`src/rtl/mult_pkg.sv`:
```
// Shared constants and FSM state type for the sequential multiplier.
package mult_pkg;

  localparam int unsigned OP_W  = 8;
  localparam int unsigned P_W   = 16;
  localparam int unsigned CNT_W = 3;
  localparam int unsigned ACC_W = OP_W + 1;

  typedef enum logic [1:0] {
    IDLE = 2'd0,
    RUN  = 2'd1,
    DONE = 2'd2
  } state_t;

endpackage

```
`src/rtl/shift_add_stage.sv`:
```
// One shift-and-add multiplier step (combinational).
//   acc      : 9-bit partial-product accumulator (acc[8] is always 0 between steps)
//   mq       : multiplier / low product bits, LSB selects the add
//   mcand    : multiplicand
//   acc_nxt  : accumulator after add and right shift
//   mq_nxt   : multiplier/low product after right shift
module shift_add_stage
  import mult_pkg::*;
(
  input  logic [ACC_W-1:0] acc,
  input  logic [OP_W-1:0]  mq,
  input  logic [OP_W-1:0]  mcand,
  output logic [ACC_W-1:0] acc_nxt,
  output logic [OP_W-1:0]  mq_nxt
);

  logic [OP_W-1:0]  addend;
  logic [ACC_W-1:0] sum;

  // Carry out of the add lands in sum[8] and is shifted into acc, never lost.
  always_comb begin
    addend  = mq[0] ? mcand : '0;
    sum     = acc + {1'b0, addend};
    acc_nxt = {1'b0, sum[ACC_W-1:1]};
    mq_nxt  = {sum[0], mq[OP_W-1:1]};
  end

endmodule

```
`src/rtl/seq_multiplier.sv`:
```
// Sequential 8x8 unsigned shift-and-add multiplier with start/ready handshake.
//   clk, rst_n : clock, synchronous active-low reset
//   start      : request, accepted only while ready=1
//   a, b       : multiplicand / multiplier
//   ready      : IDLE or DONE, can accept start
//   busy       : iteration in progress
//   done       : one-cycle pulse, p/ovf valid
//   p          : 16-bit product, held until the next operation completes
//   ovf        : product does not fit in 8 bits
module seq_multiplier
  import mult_pkg::*;
(
  input  logic            clk,
  input  logic            rst_n,
  input  logic            start,
  input  logic [OP_W-1:0] a,
  input  logic [OP_W-1:0] b,
  output logic            ready,
  output logic            busy,
  output logic            done,
  output logic [P_W-1:0]  p,
  output logic            ovf
);

  localparam logic [CNT_W-1:0] CNT_LAST = CNT_W'(OP_W - 1);

  state_t           state, state_nxt;
  logic [CNT_W-1:0] cnt;
  logic [ACC_W-1:0] acc, acc_nxt;
  logic [OP_W-1:0]  mq, mq_nxt;
  logic [OP_W-1:0]  mcand;
  logic             load;
  logic             step;
  logic             finish;

  shift_add_stage u_stage (
    .acc     (acc),
    .mq      (mq),
    .mcand   (mcand),
    .acc_nxt (acc_nxt),
    .mq_nxt  (mq_nxt)
  );

  // Status decoded straight from the state register.
  assign ready  = (state == IDLE) || (state == DONE);
  assign busy   = (state == RUN);
  assign load   = ready && start;
  assign step   = (state == RUN);
  assign finish = step && (cnt == CNT_LAST);

  // State register.
  always_ff @(posedge clk) begin
    if (!rst_n) state <= IDLE;
    else        state <= state_nxt;
  end

  // Next-state logic.
  always_comb begin
    state_nxt = state;
    case (state)
      IDLE:    if (start) state_nxt = RUN;
      RUN:     if (cnt == CNT_LAST) state_nxt = DONE;
      DONE:    state_nxt = start ? RUN : IDLE;
      default: state_nxt = IDLE;
    endcase
  end

  // Datapath and output registers; the final step's result goes straight to p.
  always_ff @(posedge clk) begin
    if (!rst_n) begin
      cnt   <= '0;
      acc   <= '0;
      mq    <= '0;
      mcand <= '0;
      p     <= '0;
      ovf   <= 1'b0;
      done  <= 1'b0;
    end else begin
      done <= finish;
      if (load) begin
        mcand <= a;
        mq    <= b;
        acc   <= '0;
        cnt   <= '0;
      end else if (step) begin
        acc <= acc_nxt;
        mq  <= mq_nxt;
        cnt <= cnt + CNT_W'(1);
        if (finish) begin
          p   <= {acc_nxt[OP_W-1:0], mq_nxt};
          ovf <= |acc_nxt[OP_W-1:0];
        end
      end
    end
  end

endmodule

```
`config.mk`:
```
export PLATFORM = sky130hd
export DESIGN_NAME = seq_multiplier
export DESIGN_NICKNAME = d
export VERILOG_FILES = /design/src/rtl/mult_pkg.sv /design/src/rtl/shift_add_stage.sv /design/src/rtl/seq_multiplier.sv
export SDC_FILE = /design/constraint.sdc
export NUM_CORES = 1
export LEC_CHECK = 0
export ABC_AREA = 0
export ABC_CLOCK_PERIOD_IN_PS = 5710
export CAP_MARGIN = 20
export CORE_MARGIN = 10
export CORE_UTILIZATION = 40
export CTS_CLUSTER_DIAMETER = 50
export DETAILED_ROUTE_END_ITERATION = 16
export SLEW_MARGIN = 5
export SYNTH_ARGS = -nofsm -noshare
export SYNTH_HDL_FRONTEND = slang
export SYNTH_SLANG_ARGS = --single-unit
export TNS_END_PERCENT = 20
```
`constraint.sdc`:
```
create_clock -name clk -period 5.71 [get_ports clk]
set_input_delay 0.8565 -clock clk [delete_from_list [all_inputs] [get_ports clk]]
set_output_delay 0.8565 -clock clk [all_outputs]
set_load 0.01 [all_outputs]
```
==> out/results.txt, run 1 <==
Initial antenna violation count: 0
Total track usage: 11.6%
Leakage: 0.972 nW
DRC: 0
Clock skew: 0.00921 ns
Clock latency on the worst-skew pair: 0.29 ns
Fin nets: 318
Min Tclk post-route: 2.51 ns
Setup CP Type: reg -> out
Share of cells above drive strength 1: 6.60%
Fin. Hold Viols: 0
Final setup viols: 0
Drt wl/cell: 13.5 µm
Delay-heaviest family, CP: buffers and inverters
Worst relative slew slack: 38.6%
Post-synth top area share: 44.6%
Hold_sp: mcand[1]
Die span in x: 92.6 µm
Worst R2R Path Depth: 8
Critical path peak fanout: 18
Fin util: 51.1%
Netlist cell types: 45
Area Overhead vs Synth: 23.9%
FF+latch area: 941 µm²
Worst min-delay path class: reg -> reg
Die Y: 92.6 µm
Largest net degree at the start of global routing: 35
Worst setup EP type: output pin
Syn avg cell area: 8.30 µm²
#FFs+latches synth: 47
Port-buffer cells: 38
DRT Pass-1 Iters: 5
Routed WL: 4840 µm
TritonCTS clock tree: yes
Num rows: 26
Crit path required time: 4.85 ns
Data arrival time of the critical path: 1.65 ns
Worst Tran Pin Value: 0.916 ns
Top-level port count: 39
TritonCTS buffer count: 5
Post-synth ARST share: 0%
Syn Nets: 284
Final slew viol count: 0
Area of the multi-input gates: 0.00109 mm²
Biggest cell delay along the critical path: 0.57 ns
Vias in the first global route: 1,713
Max frequency: 398 MHz
Setup TNS Final: 0 ns
CTS hold repair buffers: 0
Worst Setup EP: busy
Syn. warnings: 0
Synth Instances: 254
Unrepaired setup endpoints after global routing: false
First-pass GRT wire length: 8220 µm
Gr ovfl total: 0
Full die area: 0.00857 mm²
Post-CTS setup buffers: 0
Critical path cell sequence: nand2b_1, buf_4, inv_4, clkdlybuf4s50_1
Starting density of the core: 41.3%
Buffers & Inverters on Critical Path: 3
Root Driver: clkbuf_8
Core ar.: 0.00511 mm²
Worst-case clock buffer depth: 2
CTS H-Tree Depth: 2
Number of clock sinks: 47
Post-synth EDFFs: 0
Number of routed nets with antenna violations: 0
Most frequent cells in the layout: 58 x nand2_1, 47 x dfxtp_1, 38 x clkdlybuf4s50_1
Reg-to-reg endpoint: p[13]
Synth area leaders: dfxtp_1 45%, nand2_1 10%, a21oi_1 7.6%
Critical path's slowest cell: clkdlybuf4s50_1
Final HPWL DP: 3600 µm
Max-cap violations: 0
Seq/Total Area, Yosys: 44.6%
Syn Std Cell Area: 0.00211 mm²
Maximum VDD drop: 0.000154 V
Most used DFF post-synth: dfxtp_1
RePlAce Congestion: 0.785
Reg2reg start: mq[0]
# fillers: 553
Tcrit/Tclk final: 44.0%
Ant diodes: 0
PostCTS Resize Cnt: 0
Status: finished, final reports clean
Critical path startpoint: state[1]
Synth area leader: dfxtp_1
DR iter-0 viols: 78
Vias per inst: 5.02
Worst path depth: 4
Reg2Reg Setup Slack: 3.36 ns
Clock transition at path regs: 0.08 ns
Power Dens Cells: 235 mW/mm²
Crit path launch type: flop
Routed via count: 1,798
Most common cell after layout, fill and taps aside: nand2_1
[report_power, final]
group | switching (mW) | internal [mW] | total (mW)
Sequential | 0.00866 | 0.340 | 0.348
Combinational | 0.0400 | 0.0331 | 0.0731
Clock | 0.107 | 0.0839 | 0.191
Total | 0.156 | 0.457 | 0.613
[flip-flops by register name, summed over array words and instances (netlist names)]
signal  cells
mq          8
state       2
ovf         1
mcand       8
acc         8
p          16
done        1
cnt         3
[worst min path at each step]
stage / to / slack (ns) / cells past startpoint
global placement: mcand[5] / 0.44 / 2
finish: mcand[1] / 0.46 / 2
CTS: mcand[1] / 0.46 / 2
global route: mcand[6] / 0.48 / 2
floorplan: mcand[0] / 0.43 / 2
detailed placement: mcand[1] / 0.45 / 2
[Yosys cell counts, types with 4 or more instances]
| cell type | number |
|---|---|
| buf_2 | 5 |
| nor2_1 | 19 |
| nor3_1 | 11 |
| clkbuf_1 | 6 |
| a211oi_1 | 4 |
| dfxtp_1 | 47 |
| nand2_1 | 58 |
| and2_1 | 9 |
| a21oi_1 | 32 |
| o22ai_1 | 8 |
| ha_1 | 10 |
[layer usage]
layer | wire length, µm | up-vias | track usage [%]
met5 | 0 | - | 0
met4 | 16 | 0 | 2.70
met3 | 312 | 2 | 4.36
met2 | 2120 | 44 | 17.6
met1 | 2390 | 807 | 15.0
li1 | - | 945 | -
[area by class of cell]
| type | instances | share of cell area (%) |
|---|---|---|
| clock buffer | 5 | 2.64 |
| clock inverter | 2 | 0.527 |
| inverter | 5 | 0.815 |
| multi-input combinational | 190 | 41.8 |
| sequential | 47 | 36.0 |
| tap | 70 | 3.35 |
| timing repair buffer | 39 | 14.9 |
[worst register-to-register path: stages, from the launching register on]
cell and delay [ns]:
dfxtp_1 0.38, and2_1 0.19, ha_1 0.20, fa_1 0.40, a21o_1 0.22, and4_4 0.20
or4_4 0.43, nand3_1 0.10, a21oi_1 0.07
[logic make-up after synthesis]
kind of cell	share of synthesized area, %
buffers and inverters	3.62
AO/OA/AOI/OAI	19.4
flip-flops	44.6
XOR/XNOR	1.25
adder cells (fa/ha/maj)	6.88
AND/OR/NAND/NOR	24.2
[through the flow]
| step | cells | cell area (µm²) | hold slack (ns) | setup slack (ns) | total power, mW |
|---|---|---|---|---|---|
| floorplan | 254 | 2110 | 0.432 | 3.56 | 0.402 |
| global placement | 351 | 2530 | 0.440 | 3.05 | 0.429 |
| detailed placement | 351 | 2530 | 0.446 | 3.02 | 0.429 |
| CTS | 358 | 2610 | 0.457 | 3.17 | 0.620 |
| global route | 358 | 2610 | 0.479 | 3.06 | 0.643 |
| finish | 358 | 2610 | 0.455 | 3.20 | 0.613 |
Power figures use the tool's default switching activity.
==> run 2, diff against run 1 <==
--- a/config.mk
+++ b/config.mk
@@ -6,7 +6,7 @@
 export NUM_CORES = 1
 export LEC_CHECK = 0
 export ABC_AREA = 0
-export ABC_CLOCK_PERIOD_IN_PS = 5710
+export ABC_CLOCK_PERIOD_IN_PS = 2400
 export CAP_MARGIN = 20
 export CORE_MARGIN = 10
 export CORE_UTILIZATION = 40
==> constraint.sdc (replaced) <==
create_clock -name clk -period 2.4 [get_ports clk]
set_input_delay 0.36 -clock clk [delete_from_list [all_inputs] [get_ports clk]]
set_output_delay 0.36 -clock clk [all_outputs]
set_load 0.01 [all_outputs]
==> run 2 against run 1 <==
Net effect: combinational power increased by 150%; clock power increased by 140%; clock skew increased by 0.0029 ns; flip-flop and latch count unchanged; clock-buffer cell count unchanged; die area unchanged; worst setup slack got worse by 3.1 ns; register-to-register slack got worse by 3.2 ns; critical path depth increased by 4; highest routed layer unchanged.
==> out/results.txt, run 2 (synthesis results as in run 1) <==
DRT Pass-1 Iters: 4 (-1)
Final slew viol count: 0 (unchanged)
Top-level port count: 39 (unchanged)
Fin nets: 321 (+0.94%)
RePlAce Congestion: 0.807 (+2.7%)
DR iter-0 viols: 77 (-1.3%)
Worst min-delay path class: reg -> reg
Crit path required time: 2.57 ns (-2.28 ns)
Data arrival time of the critical path: 2.42 ns (+0.77 ns)
Number of clock sinks: 47 (unchanged)
Number of routed nets with antenna violations: 0 (unchanged)
Hold_sp: mcand[0]
Setup TNS Final: 0 ns (unchanged)
Final setup viols: 0 (unchanged)
Largest net degree at the start of global routing: 35 (unchanged)
Starting density of the core: 41.3% (unchanged)
Post-CTS setup buffers: 0 (unchanged)
Most flops, register: p
Min Tclk post-route: 2.25 ns
Power Dens Cells: 558 mW/mm² (+140%)
Most frequent cells in the layout: 58 x nand2_1, 46 x dfxtp_1, 38 x clkdlybuf4s50_1
Clock transition at path regs: 0.09 ns (about the same)
CTS H-Tree Depth: 2 (unchanged)
Pre-CTS setup slack: 0.127 ns (-2.89 ns)
Fin. Hold Viols: 0 (unchanged)
Root Driver: clkbuf_8
Setup CP Type: reg -> reg
Worst setup EP type: flop
Final instance area: 0.00264 mm² (+0.91%)
Vias in the first global route: 1,754 (+2.4%)
Most common cell after layout, fill and taps aside: nand2_1
Gr ovfl total: 0 (unchanged)
Area Overhead vs Synth: 25.0%
Drt wl/cell: 13.7 µm (+0.97%)
Largest register FFs: 16 (unchanged)
Die span in x: 92.6 µm (unchanged)
Routed via count: 1,797 (-0.056%)
Reg2reg start: mq[0]
Ant diodes: 0 (unchanged)
Max frequency: 444 MHz
Clock skew: 0.0121 ns (+0.00287 ns)
Maximum VDD drop: 0.000230 V (+49%)
Critical path peak fanout: 9 (-9)
DRC: 0 (unchanged)
Unrepaired setup endpoints after global routing: false
Core ar.: 0.00511 mm² (unchanged)
Worst-case clock buffer depth: 2 (unchanged)
First-pass GRT wire length: 8440 µm (+2.6%)
Setup ws final: 0.147 ns (-3.05 ns)
Full die area: 0.00857 mm² (unchanged)
Crit path launch type: flop
Routed WL: 4930 µm (+1.8%)
TritonCTS buffer count: 5 (unchanged)
Pwr Total: 1.47 mW (+140%)
TritonCTS clock tree: yes
Total track usage: 12.0% (+0.40 points)
Min-Delay Path Depth: 2 (unchanged)
Final HPWL DP: 3690 µm (+2.6%)
Worst Tran Pin Value: 0.513 ns (-0.403 ns)
Leakage: 0.987 nW (+1.6%)
Vias per inst: 4.98 (-0.89%)
Worst relative slew slack: 65.8% (+27 points)
Initial antenna violation count: 0 (unchanged)
Die Y: 92.6 µm (unchanged)
Port-buffer cells: 38 (unchanged)
Status: finished, final reports clean
Critical path startpoint: mq[0]
Area post-placement: 0.00255 mm² (+0.89%)
Clock latency on the worst-skew pair: 0.30 ns (about the same)
Num rows: 26 (unchanged)
Share of cells above drive strength 1: 7.90% (+1.3 points)
Max-cap violations: 0 (unchanged)
Worst R2R Path Depth: 8 (unchanged)
Tcrit/Tclk final: 93.9%
Fin util: 51.6% (+0.47 points)
-- run 2: changes by cell type in the layout (fill, tap and decap cells not counted) --
cell and change:
buf_4 +3, dfxtp_1 -1, dfxtp_2 +1
-- run 2: worst max-delay path, stage by stage (launching register included) --
cell	delay, ns
dfxtp_2	0.36
and2_1	0.16
ha_1	0.19
fa_1	0.40
a21o_1	0.21
and4_4	0.20
or4_4	0.43
nand3_1	0.10
a21oi_1	0.06
-- run 2: worst paths after layout --
path,end,slack [ns]
setup / recovery,acc[5],0.15
hold reg to reg,mcand[0],0.46
setup reg to reg,acc[5],0.15
hold / removal,mcand[0],0.46
-- run 2: per-stage QoR --
step / instances / hold WS, ns
after floorplan: 254 / 0.432
after global placement: 354 / 0.442
after detailed placement: 354 / 0.444
after CTS: 361 / 0.456
after global routing: 361 / 0.470
final: 361 / 0.455
-- run 2: what timing repair did --
item / 4_1_cts / 5_1_grt
setup endpoints to repair: 0 / 1
hold buffers: 0 / 0
resized for setup: 0 / 1
hold endpoints to repair: 0 / 0
-- run 2: where the power goes --
group	switching [mW]	internal [mW]	total (mW)
sequential	0.0202	0.809	0.829
combinational	0.0984	0.0815	0.180
clock	0.261	0.199	0.460
-- run 2: final cells by class --
cell class	count	area, µm²
repair buffers	42	410
clock inverters	2	13.8
clock buffers	5	68.8
inverters	5	21.3
fillers	529	2470
multi-input cells	190	1090
flip-flops and latches	47	942
well taps	70	87.6
-- run 2: per-layer routing --
layer / global-route usage, % / part of all wire (%) / up-vias
met5: 0 / 0 / -
met4: 4.24 / 1.2 / 0
met3: 4.68 / 5.4 / 5
met2: 17.6 / 43 / 36
met1: 15.4 / 50 / 804
li1: - / - / 952
